==> config.mk <==
export PLATFORM = sky130hd
export DESIGN_NAME = sp_result_writer_flat
export DESIGN_NICKNAME = d
export VERILOG_FILES = /design/src/rtl/sp_pkg.sv /design/src/rtl/sp_result_writer_if.sv /design/src/rtl/sp_row_mask.sv /design/src/rtl/sp_result_writer.sv /design/src/flat_wrapper.sv
export SDC_FILE = /design/constraint.sdc
export NUM_CORES = 1
export LEC_CHECK = 0
export CORE_MARGIN = 5
export CORE_UTILIZATION = 43
export CTS_BUF_LIST = sky130_fd_sc_hd__clkbuf_8
export DETAILED_ROUTE_END_ITERATION = 12
export PLACE_DENSITY = 0.79
export SETUP_SLACK_MARGIN = 0.05
export SLEW_MARGIN = 20
export SYNTH_ARGS = -nofsm -noshare
export SYNTH_HDL_FRONTEND = slang
export SYNTH_SLANG_ARGS = --single-unit
==> constraint.sdc <==
create_clock -name clk_i -period 4.9 [get_ports clk_i]
set_input_delay 0.98 -clock clk_i [delete_from_list [all_inputs] [get_ports clk_i]]
set_output_delay 0.98 -clock clk_i [all_outputs]
set_load 0.005 [all_outputs]
==> src/rtl/sp_pkg.sv <==
// ---------------------------------------------------------------------------
// sp_pkg
// Shared definitions for the scratchpad result writer: default geometry,
// helper functions that derive the matrix dimension and address widths
// from that geometry, and the write-back FSM state encoding.
// ---------------------------------------------------------------------------
package sp_pkg;

    // Default scratchpad geometry
    localparam int SP_NTARGETS_DEFAULT = 4;
    localparam int DATA_WIDTH_DEFAULT  = 32;
    localparam int BUS_WIDTH_DEFAULT   = 64;

    // A square result matrix holds as many rows as fit elements in one row
    function automatic int calc_max_dim(input int bus_width, input int data_width);
        return bus_width / data_width;
    endfunction

    // Scratchpad row address covers every row of every target
    function automatic int calc_aw(input int ntargets, input int max_dim);
        return (ntargets * max_dim > 1) ? $clog2(ntargets * max_dim) : 1;
    endfunction

    // Width of an index into n items, never narrower than one bit
    function automatic int calc_idx_w(input int n);
        return (n > 1) ? $clog2(n) : 1;
    endfunction

    // Dimension field must be able to hold MAX_DIM itself
    function automatic int calc_dim_w(input int max_dim);
        return $clog2(max_dim) + 1;
    endfunction

    localparam int MAX_DIM_DEFAULT = calc_max_dim(BUS_WIDTH_DEFAULT, DATA_WIDTH_DEFAULT);
    localparam int AW_DEFAULT      = calc_aw(SP_NTARGETS_DEFAULT, MAX_DIM_DEFAULT);

    typedef enum logic [1:0] {
        IDLE  = 2'd0,
        WRITE = 2'd1,
        DONE  = 2'd2
    } sp_state_e;

endpackage

==> src/rtl/sp_result_writer_if.sv <==
// ---------------------------------------------------------------------------
// sp_result_writer_if
// Result hand-off bundle between the matmul core (master) and the
// result writer (slave).
//   res_valid_i   master->slave  result matrix available
//   res_ready_o   slave->master  writer can accept a matrix
//   res_matrix_i  master->slave  MAX_DIM rows of BUS_WIDTH bits, row 0 lowest
//   res_target_i  master->slave  destination scratchpad target
//   res_dim_i     master->slave  active dimension (0 or >MAX_DIM = full size)
// Signal suffixes are from the writer's point of view.
// ---------------------------------------------------------------------------
interface sp_result_writer_if
    import sp_pkg::*;
#(
    parameter int SP_NTARGETS = SP_NTARGETS_DEFAULT,
    parameter int DATA_WIDTH  = DATA_WIDTH_DEFAULT,
    parameter int BUS_WIDTH   = BUS_WIDTH_DEFAULT
) ();

    localparam int MAX_DIM = calc_max_dim(BUS_WIDTH, DATA_WIDTH);
    localparam int TW      = calc_idx_w(SP_NTARGETS);
    localparam int DIMW    = calc_dim_w(MAX_DIM);

    logic                         res_valid_i;
    logic                         res_ready_o;
    logic [MAX_DIM*BUS_WIDTH-1:0] res_matrix_i;
    logic [TW-1:0]                res_target_i;
    logic [DIMW-1:0]              res_dim_i;

    modport master (
        output res_valid_i,
        output res_matrix_i,
        output res_target_i,
        output res_dim_i,
        input  res_ready_o
    );

    modport slave (
        input  res_valid_i,
        input  res_matrix_i,
        input  res_target_i,
        input  res_dim_i,
        output res_ready_o
    );

endinterface

==> src/rtl/sp_row_mask.sv <==
// ---------------------------------------------------------------------------
// sp_row_mask
// Combinational zeroing of one result row so that only the active n x n
// corner of the matrix reaches the scratchpad.
//   row_i  raw row from the latched matrix
//   dim_i  active dimension n (already clamped to 1..MAX_DIM)
//   idx_i  index of this row within the matrix
//   row_o  row with element c zeroed when c >= n, all zero when idx >= n
// ---------------------------------------------------------------------------
module sp_row_mask
    import sp_pkg::*;
#(
    parameter int DATA_WIDTH = DATA_WIDTH_DEFAULT,
    parameter int BUS_WIDTH  = BUS_WIDTH_DEFAULT,
    parameter int DIMW       = calc_dim_w(calc_max_dim(BUS_WIDTH_DEFAULT, DATA_WIDTH_DEFAULT)),
    parameter int RW         = calc_idx_w(calc_max_dim(BUS_WIDTH_DEFAULT, DATA_WIDTH_DEFAULT))
) (
    input  logic [BUS_WIDTH-1:0] row_i,
    input  logic [DIMW-1:0]      dim_i,
    input  logic [RW-1:0]        idx_i,
    output logic [BUS_WIDTH-1:0] row_o
);

    localparam int MAX_DIM = calc_max_dim(BUS_WIDTH, DATA_WIDTH);

    // Copy an element only when both its row and its column lie inside n
    always_comb begin
        row_o = '0;
        if (DIMW'(idx_i) < dim_i) begin
            for (int c = 0; c < MAX_DIM; c++) begin
                if (DIMW'(c) < dim_i) begin
                    row_o[c*DATA_WIDTH +: DATA_WIDTH] = row_i[c*DATA_WIDTH +: DATA_WIDTH];
                end
            end
        end
    end

endmodule

==> src/rtl/sp_result_writer.sv <==
// ---------------------------------------------------------------------------
// sp_result_writer
// Write-back stage in front of the scratchpad. Takes one result matrix per
// handshake, then writes all MAX_DIM rows to the chosen target, one row per
// cycle, zeroing everything outside the active dimension.
//   clk_i      clock, rising edge
//   rst_i      asynchronous reset, active-high
//   res_if     result hand-off (slave side)
//   sp_we_o    scratchpad write enable
//   sp_addr_o  scratchpad row address = target*MAX_DIM + row
//   sp_data_o  masked row data
//   busy_o     transfer in progress (WRITE or DONE)
//   done_o     one-cycle pulse after the last row
// ---------------------------------------------------------------------------
module sp_result_writer
    import sp_pkg::*;
#(
    parameter int SP_NTARGETS = SP_NTARGETS_DEFAULT,
    parameter int DATA_WIDTH  = DATA_WIDTH_DEFAULT,
    parameter int BUS_WIDTH   = BUS_WIDTH_DEFAULT,
    localparam int MAX_DIM    = calc_max_dim(BUS_WIDTH, DATA_WIDTH),
    localparam int AW         = calc_aw(SP_NTARGETS, MAX_DIM)
) (
    input  logic                 clk_i,
    input  logic                 rst_i,
    sp_result_writer_if.slave    res_if,
    output logic                 sp_we_o,
    output logic [AW-1:0]        sp_addr_o,
    output logic [BUS_WIDTH-1:0] sp_data_o,
    output logic                 busy_o,
    output logic                 done_o
);

    localparam int TW   = calc_idx_w(SP_NTARGETS);
    localparam int DIMW = calc_dim_w(MAX_DIM);
    localparam int RW   = calc_idx_w(MAX_DIM);

    sp_state_e                    state_q;
    logic [MAX_DIM*BUS_WIDTH-1:0] matrix_q;
    logic [TW-1:0]                target_q;
    logic [DIMW-1:0]              dim_q;
    logic [RW-1:0]                row_q;
    logic [RW-1:0]                row_d;
    logic                         ready_q;
    logic                         we_q;
    logic                         busy_q;
    logic                         done_q;

    logic [DIMW-1:0]              dim_clamped;
    logic                         accept;
    logic                         last_row;
    logic [BUS_WIDTH-1:0]         row_raw;
    logic [BUS_WIDTH-1:0]         row_masked;

    // A dimension of 0 or anything larger than the matrix means full size
    always_comb begin
        dim_clamped = res_if.res_dim_i;
        if (res_if.res_dim_i == '0 || res_if.res_dim_i > DIMW'(MAX_DIM)) begin
            dim_clamped = DIMW'(MAX_DIM);
        end
    end

    // ready_q mirrors the IDLE state, so the handshake never looks at inputs
    // combinationally on its way to an output
    assign accept   = ready_q & res_if.res_valid_i;
    assign row_d    = row_q + RW'(1);
    assign last_row = (row_q == RW'(MAX_DIM - 1));
    assign row_raw  = matrix_q[row_q*BUS_WIDTH +: BUS_WIDTH];

    sp_row_mask #(
        .DATA_WIDTH (DATA_WIDTH),
        .BUS_WIDTH  (BUS_WIDTH),
        .DIMW       (DIMW),
        .RW         (RW)
    ) u_row_mask (
        .row_i (row_raw),
        .dim_i (dim_q),
        .idx_i (row_q),
        .row_o (row_masked)
    );

    // Write-back FSM together with its latches, row counter and registered
    // status flags. Flags are set on the edge that enters each state, so
    // they always agree with state_q; a mid-transfer reset simply drops
    // everything, leaving earlier rows in the scratchpad and never pulsing done.
    always_ff @(posedge clk_i or posedge rst_i) begin
        if (rst_i) begin
            state_q  <= IDLE;
            matrix_q <= '0;
            target_q <= '0;
            dim_q    <= '0;
            row_q    <= '0;
            ready_q  <= 1'b1;
            we_q     <= 1'b0;
            busy_q   <= 1'b0;
            done_q   <= 1'b0;
        end else begin
            case (state_q)
                IDLE: begin
                    if (accept) begin
                        matrix_q <= res_if.res_matrix_i;
                        target_q <= res_if.res_target_i;
                        dim_q    <= dim_clamped;
                        row_q    <= '0;
                        state_q  <= WRITE;
                        ready_q  <= 1'b0;
                        we_q     <= 1'b1;
                        busy_q   <= 1'b1;
                    end
                end
                WRITE: begin
                    row_q <= row_d;
                    if (last_row) begin
                        state_q <= DONE;
                        we_q    <= 1'b0;
                        done_q  <= 1'b1;
                    end
                end
                DONE: begin
                    state_q <= IDLE;
                    done_q  <= 1'b0;
                    busy_q  <= 1'b0;
                    ready_q <= 1'b1;
                end
                default: begin
                    state_q <= IDLE;
                    ready_q <= 1'b1;
                    we_q    <= 1'b0;
                    busy_q  <= 1'b0;
                    done_q  <= 1'b0;
                end
            endcase
        end
    end

    // Address and data are only driven while writing; otherwise the bus idles at zero
    assign sp_we_o   = we_q;
    assign sp_addr_o = we_q ? (AW'(target_q) * AW'(MAX_DIM) + AW'(row_q)) : '0;
    assign sp_data_o = we_q ? row_masked : '0;

    assign res_if.res_ready_o = ready_q;
    assign busy_o             = busy_q;
    assign done_o             = done_q;

endmodule

==> src/flat_wrapper.sv <==
// flat-port wrapper written by rule: the top's interface ports become plain ports
module sp_result_writer_flat import sp_pkg::*;
#(
    parameter int SP_NTARGETS = SP_NTARGETS_DEFAULT,
    parameter int DATA_WIDTH  = DATA_WIDTH_DEFAULT,
    parameter int BUS_WIDTH   = BUS_WIDTH_DEFAULT,
    localparam int MAX_DIM    = calc_max_dim(BUS_WIDTH, DATA_WIDTH),
    localparam int AW         = calc_aw(SP_NTARGETS, MAX_DIM)
)
  (clk_i, rst_i, sp_we_o, sp_addr_o, sp_data_o, busy_o, done_o, res_if_res_valid_i, res_if_res_matrix_i, res_if_res_target_i, res_if_res_dim_i, res_if_res_ready_o);
  sp_result_writer_if #(.SP_NTARGETS(SP_NTARGETS), .DATA_WIDTH(DATA_WIDTH), .BUS_WIDTH(BUS_WIDTH)) res_if_i ();
  input  logic clk_i;
  input  logic rst_i;
  output logic sp_we_o;
  output logic [AW-1:0] sp_addr_o;
  output logic [BUS_WIDTH-1:0] sp_data_o;
  output logic busy_o;
  output logic done_o;
  input wire logic [$bits(res_if_i.res_valid_i)-1:0] res_if_res_valid_i;
  input wire logic [$bits(res_if_i.res_matrix_i)-1:0] res_if_res_matrix_i;
  input wire logic [$bits(res_if_i.res_target_i)-1:0] res_if_res_target_i;
  input wire logic [$bits(res_if_i.res_dim_i)-1:0] res_if_res_dim_i;
  output wire logic [$bits(res_if_i.res_ready_o)-1:0] res_if_res_ready_o;
  assign res_if_i.res_valid_i = res_if_res_valid_i;
  assign res_if_i.res_matrix_i = res_if_res_matrix_i;
  assign res_if_i.res_target_i = res_if_res_target_i;
  assign res_if_i.res_dim_i = res_if_res_dim_i;
  assign res_if_res_ready_o = res_if_i.res_ready_o;
  sp_result_writer #(.SP_NTARGETS(SP_NTARGETS), .DATA_WIDTH(DATA_WIDTH), .BUS_WIDTH(BUS_WIDTH)) u_core (.clk_i(clk_i), .rst_i(rst_i), .res_if(res_if_i), .sp_we_o(sp_we_o), .sp_addr_o(sp_addr_o), .sp_data_o(sp_data_o), .busy_o(busy_o), .done_o(done_o));
endmodule
==> impl_metrics.py, run 1 <==
metrics = {
    "worst_hold_path": {
        "holdPathEnd": "u_core.matrix_q[121]$_DFFE_PP0P_",
        "min_path_type": "reg2reg",
        "hold_depth": 2,
        "min-delay-start": "u_core.matrix_q[121]$_DFFE_PP0P_",
    },
    "synth": {
        "synthArstFlopShare_pct": 100,
        "synthesis.yosys.warnings": 0,
        "syn_area_per_cell_um2": 8.56,
        "syn_area_um2": 6220,
        "synthAdderAreaFrac_pct": 0,
        "synth_edf_count": 0,
        "yosys.area_share.simple_pct": 29.0,
        "yosysSeqAreaShare_pct": 55.9,
        "synth_seq_cells": 139,
        "synth_compound_area_share_pct": 0.684,
        "syn_inst": 727,
        "synth_mux_area_share_pct": 10.3,
        "synth.net_count": 862,
        "synth_top_family_by_area": "simple AND/OR/NAND/NOR gates",
        "synth_cell_types": 23,
        "ys.flop_type": "dfrtp_1",
        "synth-xor-area-share_pct": 0,
    },
    "critical_path": {
        "reg2reg_slack_ns": 2.94,
        "ff2ff_path_depth": 4,
        "r2r_end": "u_core.dim_q[1]$_DFFE_PP0P_",
        "endpoint_kind": "output port",
        "path_class": "reg2out",
        "worstPathArrival_ns": 2.60,
        "r2r-start": "u_core.res_if.res_ready_o$_DFFE_PP1P_",
        "required_ns": 3.92,
        "crit_chain": "buf_4 -> mux2i_1 -> nor2_1 -> clkdlybuf4s50_1",
        "cp_max_fo": 38,
        "crit_family": "buffers and inverters",
        "cpPeakStageDelay_ns": 0.88,
        "critPathBufInv": 2,
        "cp-start-kind": "flop",
        "cp_num_cells": 4,
        "cp_slowest_cell": "dfrtp_4",
    },
    "clock_tree": {
        "cts_max_level": 4,
        "postCtsHoldBufs": 0,
        "cts_tree": "done",
        "clockRootBuffer": "clkbuf_8",
        "cts_setup_buffers": 0,
        "clockBufferDepth": 2,
        "clock-sinks": 139,
        "worstSkewPairLatency_ns": 0.45,
        "postCtsResizedCells": 0,
        "clk_pin_slew_ns": 0.07,
        "cts_buffers": 17,
    },
    "power_and_ir_drop": {
        "clkPwrFrac_pct": 19.7,
        "switchingPower_mw": 1.88,
        "pwr-share-seq_pct": 38.2,
        "leakagePower_nw": 4.39,
        "pwr-share-comb_pct": 42.1,
        "internal-power_mw": 3.53,
        "power.density_nw_per_um2": 611,
        "worst_ir_drop_vdd_v": 0.000292,
        "switching_share_pct": 34.7,
    },
    "grt": {
        "grt_max_degree": 88,
        "grt_pass1_vias": 5217,
        "grt_util_all_layers_pct": 19.2,
        "grt_overflow": 0,
        "grt_first_pass_wirelength_um": 25500,
        "antenna_found_initial": 0,
    },
    "timing": {
        "setup_violations": 0,
        "clock.fmax_ghz": 0.279,
        "final_hold_viol_count": 0,
        "final.setup.worst_slack_ns": 1.32,
        "fin_setup_tns_ns": 0,
        "rsz0062_at_grt": "false",
        "worst_pin_slew_ns": 0.794,
        "max-slew-margin-rel_pct": 47.1,
        "final.setup_skew_ns": 0.0103,
        "hold_slack_ns": 0.475,
        "fin_crit_ns": 3.58,
        "slew_viol_final": 0,
        "finalCritPeriodShare_pct": 73.0,
    },
    "finish": {
        "layout_commonest_cell": "nand2_1",
        "areaGrowthSynthToFinish_pct": 42.1,
        "mostFrequentLayoutCells": "nand2_1 (395), clkdlybuf4s50_1 (205), dfrtp_1 (137)",
        "n_antenna_cell": 0,
        "multi_input_comb_area_um2": 2520,
        "regArea_um2": 3480,
        "drive_gt1_share_pct": 4.73,
        "fin_area_um2": 8840,
        "final_nets": 1052,
        "postLayoutCoreUtil_pct": 61.5,
        "fillers": 1263,
    },
    "floorplanning": {
        "coreArea_um2": 14400,
        "die_w_um": 130,
        "die_h_um": 130,
        "start_util_pct": 43.3,
        "io-pin-count": 206,
        "die-area_um2": 17000,
        "rows": 44,
    },
    "detailed_routing": {
        "dr.pass1.iters": 4,
        "drt_wl_total_um": 15900,
        "drt-vias-per-instance": 4.72,
        "vias": 5258,
        "avgRoutedWirePerCell_um": 14.3,
        "drt-initial-drc-count": 312,
        "drc": 0,
        "ant_nets": 0,
    },
    "outcome": {
        "status": "finished, final reports clean",
    },
    "flow_run": {
        "maxCapViolCount": 0,
    },
    "placed_design": {
        "post-dp-hpwl_um": 10800,
        "portBuffers": 205,
        "gp_congestion": 0.796,
        "post_dp_cell_area_um2": 8370,
        "pre_cts_slack_ns": 1.81,
    },
}
final cells by class:
type,count,share of cell area (%)
clock buffer,21,3.27
clock inverter,11,1.98
inverter,2,0.142
multi-input combinational,542,28.5
sequential,139,39.4
tap,184,2.61
timing repair buffer,215,24.1
flip-flops by register name, summed over array words and instances (netlist names):
name / cells
u_core.matrix_q: 128
u_core.sp_we_o: 1
u_core.dim_q: 2
u_core.busy_o: 1
u_core.state_q: 2
u_core.done_o: 1
u_core.target_q: 2
u_core.last_row: 1
u_core.res_if.res_ready_o: 1
cells by family after synthesis:
logic type / Yosys count
buffers and inverters: 46
DFF: 139
AOI/OAI and AO/OA: 7
and+or+nand+nor: 471
muxes: 64
routing by layer:
metal,GRT usage [%],wire [um],part of all wire [%]
met1,25.0,6980,44
met2,30.4,7420,47
met3,5.94,1190,7.5
met4,7.03,333,2.1
met5,0,0,0
tightest hold or removal path: cells and delay by family (launching register included):
| kind | cells | cell delay (ns) |
|---|---|---|
| flip-flops | 1 | 0.34 |
| AND/OR/NAND/NOR | 2 | 0.10 |
cell usage after synthesis, types with 2 or more instances:
master | n | area [um2]
buf_2 | 24 | 120
and2_1 | 3 | 18.8
dfrtp_1 | 138 | 3450
buf_6 | 6 | 67.6
clkbuf_1 | 10 | 37.5
buf_1 | 2 | 7.51
nor2_1 | 66 | 248
inv_1 | 2 | 7.51
nand2_1 | 395 | 1480
buf_4 | 2 | 15.0
a21o_1 | 2 | 15.0
mux2i_1 | 64 | 641
o21ai_0 | 3 | 15.0
per-stage QoR:
stage,cells,power (mW)
after floorplan,727,3.32
after global placement,1082,4.32
after detailed placement,1082,4.39
after CTS,1114,5.47
after global routing,1114,5.84
final,1114,5.40
how the worst max path moves through the flow:
stage,startpoint,to
floorplan,rst_i,u_core.busy_o$_DFFE_PP0P_
CTS,u_core.last_row$_DFFE_PP0P_,sp_data_o[6]
global route,u_core.last_row$_DFFE_PP0P_,sp_data_o[30]
finish,u_core.last_row$_DFFE_PP0P_,sp_data_o[6]
detailed placement,u_core.last_row$_DFFE_PP0P_,sp_data_o[7]
global placement,u_core.last_row$_DFFE_PP0P_,sp_data_o[4]
power groups by stage:
stage          Sequential, mW  Combinational, mW  Clock, mW
2_1_floorplan            1.92               1.40          0
4_1_cts                  2.06               2.31       1.10
6_report                 2.06               2.28       1.06
3_3_place_gp             2.06               2.26          0
5_1_grt                  2.13               2.56       1.14
3_5_place_dp             2.08               2.31          0
Power figures use the tool's default switching activity.
==> run 2, diff against run 1 <==
--- a/config.mk
+++ b/config.mk
@@ -6,10 +6,10 @@
 export NUM_CORES = 1
 export LEC_CHECK = 0
 export CORE_MARGIN = 5
-export CORE_UTILIZATION = 43
+export CORE_UTILIZATION = 48
 export CTS_BUF_LIST = sky130_fd_sc_hd__clkbuf_8
 export DETAILED_ROUTE_END_ITERATION = 12
-export PLACE_DENSITY = 0.79
+export PLACE_DENSITY = 0.83
 export SETUP_SLACK_MARGIN = 0.05
 export SLEW_MARGIN = 20
 export SYNTH_ARGS = -nofsm -noshare
==> constraint.sdc (replaced) <==
create_clock -name clk_i -period 3.6 [get_ports clk_i]
set_input_delay 0.72 -clock clk_i [delete_from_list [all_inputs] [get_ports clk_i]]
set_output_delay 0.72 -clock clk_i [all_outputs]
set_load 0.005 [all_outputs]
==> impl_metrics.py, run 2 (synthesis results as in run 1) <==
metrics = {
    "finish": {
        "top_register": "u_core.matrix_q",
        "drive_gt1_share_pct": 5.14,
        "largest_register_ffs": 128,
        "layout_commonest_cell": "nand2_1",
        "final_nets": 1055,
        "mostFrequentLayoutCells": "nand2_1 (395), clkdlybuf4s50_1 (205), dfrtp_1 (137)",
        "n_antenna_cell": 0,
        "areaGrowthSynthToFinish_pct": 42.5,
        "final_cells": 1105,
    },
    "timing": {
        "max-slew-margin-rel_pct": 50.9,
        "final_hold_viol_count": 0,
        "slew_viol_final": 0,
        "finalCritPeriodShare_pct": 85.2,
        "fin_setup_tns_ns": 0,
        "fin_crit_ns": 3.07,
        "worst_pin_slew_ns": 0.735,
        "rsz0062_at_grt": "false",
        "clock.fmax_ghz": 0.326,
        "final.setup_skew_ns": 0.00491,
        "setup_violations": 0,
    },
    "detailed_routing": {
        "dr.pass1.iters": 4,
        "top_layer_used": "met4",
        "m1WireLength_um": 6880,
        "drt-initial-drc-count": 448,
        "vias": 5369,
        "ant_nets": 0,
        "avgRoutedWirePerCell_um": 14.9,
        "wl_met2_um": 8080,
        "drt-vias-per-instance": 4.86,
        "drt_wl_total_um": 16500,
        "met3_length_um": 1150,
        "drc": 0,
    },
    "clock_tree": {
        "clockBufferDepth": 2,
        "clk_pin_slew_ns": 0.07,
        "postCtsResizedCells": 0,
        "cts_tree": "done",
        "cts_buffers": 17,
        "clock-sinks": 139,
        "clockRootBuffer": "clkbuf_8",
        "cts_setup_buffers": 0,
        "postCtsHoldBufs": 0,
        "cts_max_level": 4,
        "worstSkewPairLatency_ns": 0.43,
    },
    "grt": {
        "antenna_found_initial": 0,
        "grt_first_pass_wirelength_um": 27100,
        "grt_util_all_layers_pct": 22.7,
        "grt_max_degree": 71,
        "grt_overflow": 0,
        "grt_pass1_vias": 5467,
    },
    "floorplanning": {
        "coreArea_um2": 12700,
        "io-pin-count": 206,
        "rows": 41,
        "die-area_um2": 15300,
        "die_h_um": 124,
        "die_w_um": 124,
        "start_util_pct": 49.1,
    },
    "critical_path": {
        "r2r-start": "u_core.res_if.res_ready_o$_DFFE_PP1P_",
        "path_class": "reg2out",
        "worstPathArrival_ns": 2.35,
        "crit_start": "u_core.last_row$_DFFE_PP0P_",
        "endpoint_kind": "output port",
        "cp_max_fo": 25,
        "cp-start-kind": "flop",
        "required_ns": 2.88,
    },
    "power_and_ir_drop": {
        "clkPwrFrac_pct": 18.2,
        "leakagePower_nw": 4.41,
        "switching_share_pct": 35.3,
        "internal-power_mw": 4.72,
        "pwr-share-comb_pct": 43.7,
        "worst_ir_drop_vdd_v": 0.000393,
        "pwr-share-seq_pct": 38.2,
        "switchingPower_mw": 2.58,
        "finalPower_mw": 7.30,
        "power.density_nw_per_um2": 823,
    },
    "worst_hold_path": {
        "min-delay-start": "u_core.dim_q[0]$_DFFE_PP0P_",
        "min_path_type": "reg2reg",
    },
    "placed_design": {
        "portBuffers": 205,
        "dp_cells": 1073,
        "post-dp-hpwl_um": 11500,
        "gp_congestion": 0.811,
    },
    "outcome": {
        "status": "finished, final reports clean",
    },
    "flow_run": {
        "maxCapViolCount": 0,
    },
}
## run 2: cell types whose count changed in the layout (fill, tap and decap cells not counted), sizes merged
cell,delta
clkbuf,+1
clkinv,+2
inv,-2
clkinvlp,+1
buf,+3
bufinv,-2
## run 2: per-stage QoR
| stage | hold slack, ns | setup slack, ns | cell area (um2) | utilization [%] |
|---|---|---|---|---|
| global route | 0.489 | 0.409 | 8870 | 70.0 |
| global placement | 0.451 | 1.02 | 8440 | 66.6 |
| CTS | 0.473 | 0.506 | 8870 | 70.0 |
| floorplan | 0.437 | 1.15 | 6220 | - |
| detailed placement | 0.456 | 0.989 | 8440 | 66.6 |
| finish | 0.470 | 0.534 | 8870 | 70.0 |
## run 2: critical path: stages, from the launching register on
cell,delay (ns)
dfrtp_4,0.72
buf_4,0.39
mux2i_1,0.26
nor2_1,0.06
clkdlybuf4s50_1,0.47
## run 2: path summary, 6_finish.rpt
| path | slack [ns] | depth (start not counted) | endpoint |
|---|---|---|---|
| max | 0.53 | 4 | sp_data_o[4] |
| min | 0.47 | 2 | u_core.dim_q[0]$_DFFE_PP0P_ |
| max reg2reg | 1.93 | 4 | u_core.matrix_q[122]$_DFFE_PP0P_ |
| min reg2reg | 0.47 | 2 | u_core.dim_q[0]$_DFFE_PP0P_ |
| max in group asynchronous | 2.03 | 3 | u_core.res_if.res_ready_o$_DFFE_PP1P_ |
| min in group asynchronous | 0.76 | 2 | u_core.matrix_q[8]$_DFFE_PP0P_ |
## run 2: power by group through the flow
stage,sequential [mW],combinational [mW],clock (mW)
6_report,2.79,3.19,1.33
5_1_grt,2.89,3.59,1.44
4_1_cts,2.78,3.25,1.35
3_5_place_dp,2.80,3.22,0
3_3_place_gp,2.79,3.13,0
2_1_floorplan,2.61,1.91,0
## run 2: layer usage
| layer | up-vias | global-route usage, % |
|---|---|---|
| met3 | 21 | 6.86 |
| met4 | 0 | 8.30 |
| met1 | 2554 | 29.0 |
| met5 | - | 0 |
| met2 | 164 | 36.7 |
| li1 | 2630 | - |
## run 2: area by class of cell
| cell class | instances | area, um2 |
|---|---|---|
| flip-flops and latches | 139 | 3480 |
| fillers | 997 | 3800 |
| multi-input cells | 542 | 2520 |
| inverters | 2 | 11.3 |
| clock inverters | 10 | 121 |
| well taps | 172 | 215 |
| clock buffers | 22 | 303 |
| repair buffers | 218 | 2210 |
==> run 3, diff against run 2 <==
--- a/config.mk
+++ b/config.mk
@@ -5,13 +5,13 @@
 export SDC_FILE = /design/constraint.sdc
 export NUM_CORES = 1
 export LEC_CHECK = 0
+export ABC_CLOCK_PERIOD_IN_PS = 3600
 export CORE_MARGIN = 5
 export CORE_UTILIZATION = 48
 export CTS_BUF_LIST = sky130_fd_sc_hd__clkbuf_8
 export DETAILED_ROUTE_END_ITERATION = 12
-export PLACE_DENSITY = 0.83
+export PLACE_DENSITY = 0.87
 export SETUP_SLACK_MARGIN = 0.05
-export SLEW_MARGIN = 20
 export SYNTH_ARGS = -nofsm -noshare
 export SYNTH_HDL_FRONTEND = slang
 export SYNTH_SLANG_ARGS = --single-unit
==> impl_metrics.py, run 3 (synthesis results as in run 1) <==
metrics = {
    "timing": {
        "fin_setup_tns_ns": 0,
        "rsz0062_at_grt": "false",
        "clock.fmax_ghz": 0.311,
        "slew_viol_final": 0,
        "setup_violations": 0,
        "final_hold_viol_count": 0,
        "final.setup_skew_ns": 0.0108,
        "worst_pin_slew_ns": 0.856,
        "max-slew-margin-rel_pct": 42.8,
        "fin_crit_ns": 3.22,
        "final.setup.worst_slack_ns": 0.382,
        "finalCritPeriodShare_pct": 89.4,
    },
    "detailed_routing": {
        "drt_wl_total_um": 16200,
        "wl_met2_um": 7910,
        "dr.pass1.iters": 4,
        "drt-vias-per-instance": 4.78,
        "drc": 0,
        "ant_nets": 0,
        "m1WireLength_um": 6570,
        "avgRoutedWirePerCell_um": 14.7,
        "drt-initial-drc-count": 265,
        "top_layer_used": "met4",
        "vias": 5276,
        "met3_length_um": 1240,
    },
    "critical_path": {
        "endpoint_kind": "output port",
        "cp_max_fo": 34,
        "cpPeakStageDelay_ns": 0.82,
        "crit_chain": "buf_4 -> mux2i_1 -> nor2_1 -> clkdlybuf4s50_1",
        "cp-start-kind": "flop",
        "required_ns": 2.88,
        "path_class": "reg2out",
        "worstPathArrival_ns": 2.50,
        "cp_slowest_cell": "dfrtp_4",
    },
    "grt": {
        "grt_max_degree": 78,
        "grt_pass1_vias": 5268,
        "grt_util_all_layers_pct": 21.7,
        "grt_overflow": 0,
        "grt_first_pass_wirelength_um": 25500,
        "antenna_found_initial": 0,
    },
    "floorplanning": {
        "die_h_um": 124,
        "start_util_pct": 49.1,
        "coreArea_um2": 12700,
        "io-pin-count": 206,
        "rows": 41,
        "die-area_um2": 15300,
        "die_w_um": 124,
    },
    "flow_run": {
        "maxCapViolCount": 0,
    },
    "clock_tree": {
        "worstSkewPairLatency_ns": 0.44,
        "clockBufferDepth": 2,
        "cts_tree": "done",
        "postCtsResizedCells": 0,
        "postCtsHoldBufs": 0,
        "clock-sinks": 139,
        "cts_max_level": 4,
        "cts_setup_buffers": 0,
        "clk_pin_slew_ns": 0.07,
        "clockRootBuffer": "clkbuf_8",
        "cts_buffers": 17,
    },
    "finish": {
        "postLayoutCoreUtil_pct": 69.1,
        "layout_commonest_cell": "nand2_1",
        "final_nets": 1052,
        "largest_register_ffs": 128,
        "drive_gt1_share_pct": 4.30,
        "fillers": 987,
        "top_register": "u_core.matrix_q",
        "areaGrowthSynthToFinish_pct": 40.8,
        "mostFrequentLayoutCells": "nand2_1 (395), clkdlybuf4s50_1 (205), dfrtp_1 (137)",
    },
    "power_and_ir_drop": {
        "leakagePower_nw": 4.37,
        "power.density_nw_per_um2": 801,
        "finalPower_mw": 7.01,
        "worst_ir_drop_vdd_v": 0.000438,
    },
    "placed_design": {
        "portBuffers": 205,
        "post-dp-hpwl_um": 11300,
        "gp_congestion": 0.810,
        "pre_cts_slack_ns": 0.819,
    },
    "outcome": {
        "status": "finished, final reports clean",
    },
    "worst_hold_path": {
        "min_path_type": "reg2reg",
    },
}
## run 3: worst paths after layout
| check | startpoint | endpoint | slack (ns) | depth (start not counted) |
|---|---|---|---|---|
| worst max register to register | u_core.state_q[1]$_DFFE_PP0P_ | u_core.matrix_q[27]$_DFFE_PP0P_ | 1.48 | 4 |
| worst max-delay path | u_core.last_row$_DFFE_PP0P_ | sp_data_o[2] | 0.38 | 4 |
| max in group asynchronous | rst_i | u_core.res_if.res_ready_o$_DFFE_PP1P_ | 2.06 | 3 |
| worst min-delay path | u_core.target_q[0]$_DFFE_PP0P_ | u_core.target_q[0]$_DFFE_PP0P_ | 0.47 | 2 |
| min in group asynchronous | rst_i | u_core.matrix_q[81]$_DFFE_PP0P_ | 0.79 | 2 |
| worst min register to register | u_core.target_q[0]$_DFFE_PP0P_ | u_core.target_q[0]$_DFFE_PP0P_ | 0.47 | 2 |
## run 3: power breakdown
group          internal, mW  leakage [nW]  switching [mW]
sequential             2.30          1.73           0.514
combinational          1.64          2.43            1.49
clock                 0.526         0.205           0.536
total                  4.47          4.37            2.54
## run 3: final cells by class
class / count / area, um2 / area share (%)
Sequential cell: 139 / 3480 / 39.8
Multi-Input combinational cell: 542 / 2520 / 28.8
Timing Repair Buffer: 215 / 2190 / 25.0
Clock buffer: 21 / 289 / 3.30
Tap cell: 172 / 215 / 2.46
Clock inverter: 11 / 45.0 / 0.514
Inverter: 2 / 11.3 / 0.129
Antenna cell: 1 / 2.50 / 0.0286
## run 3: per-layer routing
metal | track usage [%] | vias to the layer above
li1 | - | 2617
met1 | 27.2 | 2468
met2 | 34.6 | 155
met3 | 6.95 | 36
met4 | 9.48 | 0
met5 | 0 | -
## run 3: stage by stage
stage | hold WS [ns] | std cells | instance area (um2)
after global routing | 0.495 | 1102 | 8750
after detailed placement | 0.455 | 1070 | 8420
after global placement | 0.449 | 1070 | 8420
final | 0.470 | 1103 | 8760
after floorplan | 0.437 | 727 | 6220
after CTS | 0.472 | 1102 | 8750
## run 3: critical path: cells and delay by family (launching register included)
kind,cells,cell delay [ns]
mux,1,0.27
buf+inv,2,0.90
simple gates,1,0.06
flops,1,0.82
